File: config.mk
export PLATFORM = sky130hd
export DESIGN_NAME = match_stick_game_ctrl
export DESIGN_NICKNAME = d
export VERILOG_FILES = /design/src/rtl/match_stick_pkg.sv /design/src/rtl/match_stick_game_ctrl_bcd.sv /design/src/rtl/match_stick_game_ctrl.sv
export SDC_FILE = /design/constraint.sdc
export NUM_CORES = 1
export LEC_CHECK = 0
export BUFFER_PORTS_ARGS = -buffer_cell sky130_fd_sc_hd__buf_2
export CELL_PAD_IN_SITES_DETAIL_PLACEMENT = 0
export CELL_PAD_IN_SITES_GLOBAL_PLACEMENT = 2
export CORE_MARGIN = 3
export CORE_UTILIZATION = 31
export CTS_CLUSTER_SIZE = 14
export DETAILED_ROUTE_END_ITERATION = 12
export PLACE_DENSITY = 0.89
export SYNTH_ARGS = -nofsm -noshare
export SYNTH_HDL_FRONTEND = slang
export SYNTH_SLANG_ARGS = --single-unit
File: constraint.sdc
create_clock -name clk -period 3.6 [get_ports clk]
set_input_delay 0.72 -clock clk [delete_from_list [all_inputs] [get_ports clk]]
set_output_delay 0.72 -clock clk [all_outputs]
set_load 0.01 [all_outputs]
File: src/rtl/match_stick_pkg.sv
// Shared types and display constants for the match-stick game engine.
package match_stick_pkg;

  typedef enum logic [1:0] {
    PLAY = 2'd0,
    ERR  = 2'd1,
    OVER = 2'd2
  } state_t;

  localparam logic [3:0] ERR_NIB  = 4'hE;
  localparam logic [3:0] OVER_NIB = 4'hF;

endpackage

File: src/rtl/match_stick_game_ctrl_bcd.sv
// Combinational double-dabble: W-bit binary (0..999) to three BCD digits.
module bin_to_bcd3 #(
  parameter int W = 7
) (
  input  logic [W-1:0] i_bin,
  output logic [3:0]   o_hund,
  output logic [3:0]   o_tens,
  output logic [3:0]   o_units
);

  logic [W+11:0] w_sh;

  always_comb begin
    w_sh = '0;
    w_sh[W-1:0] = i_bin;
    for (int i = 0; i < W; i++) begin
      if (w_sh[W+3:W] > 4'd4)
        w_sh[W+3:W] = w_sh[W+3:W] + 4'd3;
      if (w_sh[W+7:W+4] > 4'd4)
        w_sh[W+7:W+4] = w_sh[W+7:W+4] + 4'd3;
      if (w_sh[W+11:W+8] > 4'd4)
        w_sh[W+11:W+8] = w_sh[W+11:W+8] + 4'd3;
      w_sh = w_sh << 1;
    end
  end

  assign o_hund  = w_sh[W+11:W+8];
  assign o_tens  = w_sh[W+7:W+4];
  assign o_units = w_sh[W+3:W];

endmodule

File: src/rtl/match_stick_game_ctrl.sv
// N-player match-stick game engine with move checking,
// winner detection, button edge detection and BCD display word.
module match_stick_game_ctrl
  import match_stick_pkg::*;
#(
  parameter int NUM_PLAYERS  = 2,
  parameter int START_STICKS = 100,
  parameter int MAX_TAKE     = 10,
  parameter int STICK_W      = $clog2(START_STICKS + 1)
) (
  input  logic               clk,
  input  logic               rst_n,
  input  logic [3:0]         take_i,
  input  logic               btn_take,
  input  logic               btn_new,
  output logic [15:0]        disp_data,
  output logic [3:0]         player_o,
  output logic [STICK_W-1:0] sticks_o,
  output logic               invalid_move,
  output logic               game_over,
  output logic [3:0]         winner
);

  localparam int CW = (STICK_W > 4) ? STICK_W : 4;
  localparam logic [3:0] LAST_P = 4'(NUM_PLAYERS);
  localparam logic [3:0] MAX_T  = 4'(MAX_TAKE);
  localparam logic [STICK_W-1:0] INIT = STICK_W'(START_STICKS);

  state_t             r_state, w_state_nxt;
  logic [STICK_W-1:0] r_sticks, w_sticks_nxt;
  logic [3:0]         r_player, w_player_nxt;
  logic [3:0]         r_winner, w_winner_nxt;
  logic               r_prev_take, r_prev_new;

  logic          w_take_evt, w_new_evt, w_legal;
  logic [CW-1:0] w_take_ext, w_stk_ext, w_rem;
  logic [3:0]    w_next_p;
  logic [3:0]    w_hund, w_tens, w_units;

  assign w_take_evt = btn_take & ~r_prev_take;
  assign w_new_evt  = btn_new & ~r_prev_new;
  assign w_take_ext = CW'(take_i);
  assign w_stk_ext  = CW'(r_sticks);
  assign w_rem      = w_stk_ext - w_take_ext;
  assign w_legal    = (take_i != 4'd0) && (take_i <= MAX_T)
                   && (w_take_ext <= w_stk_ext);
  assign w_next_p   = (r_player == LAST_P) ? 4'd1 : r_player + 4'd1;

  always_ff @(posedge clk) begin
    if (!rst_n) begin
      r_state     <= PLAY;
      r_sticks    <= INIT;
      r_player    <= 4'd1;
      r_winner    <= 4'd0;
      r_prev_take <= 1'b0;
      r_prev_new  <= 1'b0;
    end else begin
      r_state     <= w_state_nxt;
      r_sticks    <= w_sticks_nxt;
      r_player    <= w_player_nxt;
      r_winner    <= w_winner_nxt;
      r_prev_take <= btn_take;
      r_prev_new  <= btn_new;
    end
  end

  always_comb begin
    w_state_nxt  = r_state;
    w_sticks_nxt = r_sticks;
    w_player_nxt = r_player;
    w_winner_nxt = r_winner;
    if (w_new_evt) begin
      w_state_nxt  = PLAY;
      w_sticks_nxt = INIT;
      w_player_nxt = 4'd1;
      w_winner_nxt = 4'd0;
    end else if (w_take_evt && r_state != OVER) begin
      if (w_legal) begin
        w_sticks_nxt = w_rem[STICK_W-1:0];
        // Whoever takes the last stick loses.
        if (w_rem == '0) begin
          w_state_nxt  = OVER;
          w_winner_nxt = w_next_p;
        end else begin
          w_state_nxt  = PLAY;
          w_player_nxt = w_next_p;
        end
      end else begin
        w_state_nxt = ERR;
      end
    end
  end

  bin_to_bcd3 #(.W(STICK_W)) u_bcd (
    .i_bin   (r_sticks),
    .o_hund  (w_hund),
    .o_tens  (w_tens),
    .o_units (w_units)
  );

  always_comb begin
    disp_data = {r_player, w_hund, w_tens, w_units};
    unique case (1'b1)
      (r_state == ERR):
        disp_data = {r_player, ERR_NIB, ERR_NIB, ERR_NIB};
      (r_state == OVER):
        disp_data = {r_winner, OVER_NIB, OVER_NIB, OVER_NIB};
      default: ;
    endcase
  end

  assign player_o     = r_player;
  assign sticks_o     = r_sticks;
  assign invalid_move = (r_state == ERR);
  assign game_over    = (r_state == OVER);
  assign winner       = r_winner;

endmodule

# Word level (Yosys, flattened, before mapping)
# Index checks and enable logic that the tools add are counted.
[totals]
regBits = 19
latchBits = 0
mem_bits_rw = 0
rom_bits = 0
n_memories = 0
[op_classes]
n_addsub = 17
n_mul = 0
div = 0
n_lt_le_gt_ge = 17
eq_ne = 4
n_shift = 0
muxes = 19
n_bitwise = 6
n_reduce_logical = 9
[op_table]
columns = ["op", "n"]
rows = [
  ["$gt A4 B3 Y1 const B", 12],
  ["$mux W4", 11],
  ["$add A4 B2 Y4 const B", 9],
  ["$pmux W16 S2", 1],
  ["$mux W3", 5],
  ["$add A3 B2 Y3 const B", 3],
  ["$le A4 B7 Y1", 1],
  ["$logic_not A7 Y1", 1],
  ["$sub A7 B4 Y7", 1],
  ["$add A1 B2 Y3 const B", 2],
  ["$gt A1 B3 Y1 const B", 2],
  ["$reduce_and A3 Y1", 2],
  ["$add A4 B1 Y4 const B", 1],
  ["$eq A4 B2 Y1 const B", 1],
  ["$le A4 B4 Y1 const B", 1],
  ["$mux W2", 2],
  ["$not A1 Y1", 4],
  ["$reduce_bool A4 Y1", 1],
  ["$add A1 B2 Y3 const AB", 1],
  ["$gt A1 B3 Y1 const AB", 1],
  ["$logic_and A1 B1 Y1", 3],
  ["$and A1 B1 Y1", 2],
  ["$eq A2 B1 Y1 const B", 1],
  ["$eq A2 B2 Y1 const B", 1],
  ["3 further kinds", 3],
]

# Logic depth before layout (Yosys ltp)
[depth]
depth_word = 13
ltp_mapped = 12
ltp_nobuf = 10

# Hierarchy
# From an unflattened synthesis, not the netlist that was laid out.
[unflattened]
cells_unflattened = 230
area_unflattened_um2 = 1824.2
[by_module_without_submodules]
columns = ["mod", "n_inst", "cells_per_inst", "area_per_inst_um2"]
rows = [
  ["match_stick_game_ctrl", 1, 142, 1231.2],
  ["bin_to_bcd3", 1, 88, 593.1],
]

# Worst setup path after synthesis
# No wires, ideal clock.
[synth_timing]
kind = "register to output"
from = "reg r_sticks[4], in the netlist sticks_o[4]"
to = "out disp_data[5]"
arrival_ps = 2771
t_required_ps = 2880
path_slack_ps = 109
path_stages_with_launch = 12
n_path_buf = 1
path_cell_list = "dfxtp_1 > buf_4 > inv_1 > ha_1 > inv_1 > ha_1 > xor2_4 > mux2_2 > a32o_1 > a211oi_1 > nand2_1 > o21ai_0"
[synth_between]
elab_chain_len = 9
elab_cells_between_ends = 19
classes_between = "6 x add/sub; 6 x order compare; 7 x mux"
[synth_rtl]
columns = ["element", "line_no", "rtl"]
rows = [
  ["from (decl)", "match_stick_game_ctrl.sv:30", "logic [STICK_W-1:0] r_sticks, w_sticks_nxt;"],
  ["from (signal assigned)", "match_stick_game_ctrl.sv:59", "r_sticks <= w_sticks_nxt;"],
  ["$add A4 B2 Y4 / $gt A4 B3 Y1 (equally long branches)", "match_stick_game_ctrl_bcd.sv:18, match_stick_game_ctrl_bcd.sv:17", ""],
  ["$mux W4 (*)", "match_stick_game_ctrl_bcd.sv:17", "if (w_sh[W+3:W] > 4'd4)"],
  ["$add A4 B2 Y4, or another cell as far along", "match_stick_game_ctrl_bcd.sv:18", "w_sh[W+3:W] = w_sh[W+3:W] + 4'd3;"],
  ["$mux W4 (on tied branches)", "match_stick_game_ctrl_bcd.sv:17, match_stick_game_ctrl_bcd.sv:19", ""],
  ["$add A4 B2 Y4, or another cell as far along", "match_stick_game_ctrl_bcd.sv:18", ""],
  ["$mux W4 (on tied branches)", "match_stick_game_ctrl_bcd.sv:17, match_stick_game_ctrl_bcd.sv:19", ""],
  ["$add A4 B2 Y4 / $gt A4 B3 Y1 (equally long branches)", "match_stick_game_ctrl_bcd.sv:20, match_stick_game_ctrl_bcd.sv:19", ""],
  ["$mux W4 (*)", "match_stick_game_ctrl_bcd.sv:19", "if (w_sh[W+7:W+4] > 4'd4)"],
  ["$pmux W16 S2 (*)", "match_stick_game_ctrl.sv:103", "unique case (1'b1)"],
  ["to (decl)", "match_stick_game_ctrl.sv:16", "output logic [15:0] disp_data,"],
]
# Every way passes the cells marked *; elsewhere a longest branch is shown, timed or not.

# Worst setup path in the final report
[layout_timing]
from = "reg r_sticks[4], in the netlist sticks_o[4]"
to = "out disp_data[6]"
# Same word-level chain as after synthesis.

==> results.yml <==
final_layout:
  diodes: 0
  final_cell_mix: "buf_2 (40), dfxtp_1 (19), o21ai_0 (16), a21oi_1 (16)"
  area_growth_pct: 19.9
  drive_gt1_frac: 0.282
  fin_nets: 299
  final_common_cell: "buf_2"
  design_area_um2: 2220
power:
  power.density_nw_per_um2: 321
  power.share.switching: 0.386
  power.share.sequential: 0.321
  power_switching_uw: 275
  leakagePower_uw: 0.000959
  intPower_uw: 438
  finalPower_uw: 714
  ir_drop_v: 0.000106
  combPwrFrac: 0.463
  power_frac_clock: 0.216
worst_setup_path:
  critical_path_class: "reg -> out"
  reg2reg_from: "sticks_o[1]$_SDFFE_PP0P_"
  cp-startpoint: "sticks_o[4]$_SDFFE_PP0P_"
  r2r_setup_slack_ns: 0.60
  end_kind: "output port"
  worstRegToRegCells: 8
  path_max_fanout: 8
  crit_path_start_kind: "flip-flop"
  arrival_ns: 2.71
  cp.required_ns: 2.88
  timing.rr.end: "player_o[3]$_SDFFE_PP0P_"
synthesis:
  synth-async-reset-ratio: 0
  synthesis.area_um2: 1860
  ys_ff_latch: 19
  synth-edff-count: 0
  synth_cell_types: 61
  yosysWarnings: 0
  avgSynthCellArea_um2: 7.80
  synthTopCellsByArea: "dfxtp_1 (20%), ha_1 (8.1%), o21ai_0 (4.9%)"
  yosysTopAreaCell: "dfxtp_1"
  syn_inst: 238
  synth-seq-area-share: 0.205
  synth_ff_type: "dfxtp_1"
  synth.top_cell.area_share: 0.205
  synth_nets: 259
global_routing:
  grt_use_met2: 0.242
  grt_overflow: 0
  grtUsageMet3: 0.0218
  grtUsageTotal: 0.147
  grt_start_max_net_pins: 23
  grt_pass1_wl_mm: 8.65
  antenna_found_initial: 0
  grt_pass1_vias: 1807
  top_usage_layer: "met2"
  gr-usage-met1: 0.203
worst_hold_path:
  holdPathStages: 2
  hold_path.class: "reg -> reg"
  min_from: "r_state[0]$_SDFFE_PP0P_"
  timing.hold.worst_endpoint: "r_state[0]$_SDFFE_PP0P_"
timing:
  slew_headroom: 0.499
  clock.fmax_mhz: 292
  tightest_slew_ns: 0.751
  period_share: 0.952
  drv_slew: 0
  tns_ns: 0
  hold_viol_final: 0
  finalHoldWorstSlack_ns: 0.499
  fin_worst_skew_ns: 0.00319
  finalSetupViolCount: 0
  finalCriticalPeriod_ns: 3.43
routing:
  finalWirelength_mm: 5.02
  routedWlPerCell_um: 14.4
  first_pass_iters: 4
  drt-initial-drc-count: 93
  drt-vias-per-instance: 5.43
  drtAntennaViolNets: 0
  vias: 1894
  route.detailed.drc: 0
floorplanning:
  start_util: 0.329
  core_um2: 5640
  die_h_um: 83.4
  io_pins: 41
  die_x_um: 83.4
  num_rows: 27
  die_area_um2: 6950
clocking:
  root_buffer: "clkbuf_8"
  cts_made_buffers: 3
  htree_levels: 1
  cts.sinks: 19
  insertion_delay_ns: 0.26
  cts.path.max_buffers: 2
  cts_tree: "done"
  cts.reportedPaths.clkPinSlew_ns: 0.07
placed_design:
  place_congestion: 0.810
  io_buffers: 40
  dpl_cell_area_um2: 2130
  place.detailed.hpwl_mm: 3.87
flow_run:
  maxCapViolCount: 0
run_status:
  outcome: "completed"
-- per-layer routing --
layer  wire length, um  up-vias
met5                 0        -
met4                36        0
met3               182        4
met2              2360       34
met1              2440      893
li1                  -      963
-- synthesized netlist by cell type, types with 3 or more instances --
cell type	count
and2_1	3
mux2i_1	3
nor3_1	11
o211ai_1	4
inv_1	16
a22o_1	5
a21oi_1	16
o21ai_0	18
ha_1	12
and3_1	4
nor2_1	16
nand3_1	10
a211oi_1	5
nand2b_1	4
or2_2	3
dfxtp_1	19
a21o_1	5
nand2_1	15
nor4_1	3
clkbuf_1	9
buf_4	3
xor2_1	4
-- worst max-delay path, stage by stage (launching register included) --
cell,delay (ns)
dfxtp_1,0.33
inv_1,0.07
ha_1,0.22
inv_2,0.10
ha_4,0.17
xor2_4,0.27
mux2_2,0.37
a32o_1,0.22
a211oi_2,0.23
nand2_1,0.14
a21o_1,0.19
buf_2,0.13
-- registers in the layout, summed over array words and instances (netlist names) --
| register | count |
|---|---|
| r_prev_new | 1 |
| r_prev_take | 1 |
| sticks_o | 7 |
| winner | 4 |
| player_o | 4 |
| r_state | 2 |
-- how the worst max path moves through the flow --
stage,end
floorplan,disp_data[5]
global placement,disp_data[6]
detailed placement,disp_data[6]
CTS,disp_data[4]
global route,disp_data[7]
finish,disp_data[6]
-- cell families after synthesis --
group	Yosys count	synth area share
and+or+nand+nor	82	0.232
muxes	5	0.0283
DFF	19	0.205
adders and majority gates	13	0.0917
buffers and inverters	31	0.0735
AOI/OAI and AO/OA	82	0.331
xor gates and xnor gates	6	0.0384
-- power by group through the flow --
stage / registers, uW / clock network [uW] / logic, uW
floorplan: 231 / 0 / 238
global placement: 234 / 0 / 314
detailed placement: 234 / 0 / 316
CTS: 229 / 161 / 319
global route: 231 / 173 / 368
finish: 229 / 154 / 331
-- final cells by class --
type / count / area (um2)
fill: 573 / 3420
sequential: 19 / 380
inverter: 17 / 63.8
tap: 72 / 90.1
clock buffer: 4 / 45.0
multi-input combinational: 188 / 1380
timing repair buffer: 49 / 268
-- per-stage QoR --
stage	setup WS [ns]	std cells	utilization
6_report	0.174	349	0.394
5_1_grt	-0.0275	349	0.394
4_1_cts	0.0195	347	0.386
3_5_place_dp	0.235	343	0.377
3_3_place_gp	0.303	343	0.377
2_1_floorplan	0.109	238	-
-- timing repair --
item | CTS | global route
endpoints found under the setup margin | 4 | 8
pin swaps | 0 | 3
hold buffers | 0 | 0
resized for setup | 1 | 11
setup buffers | 0 | 2
(Power assumes the default switching activity.)
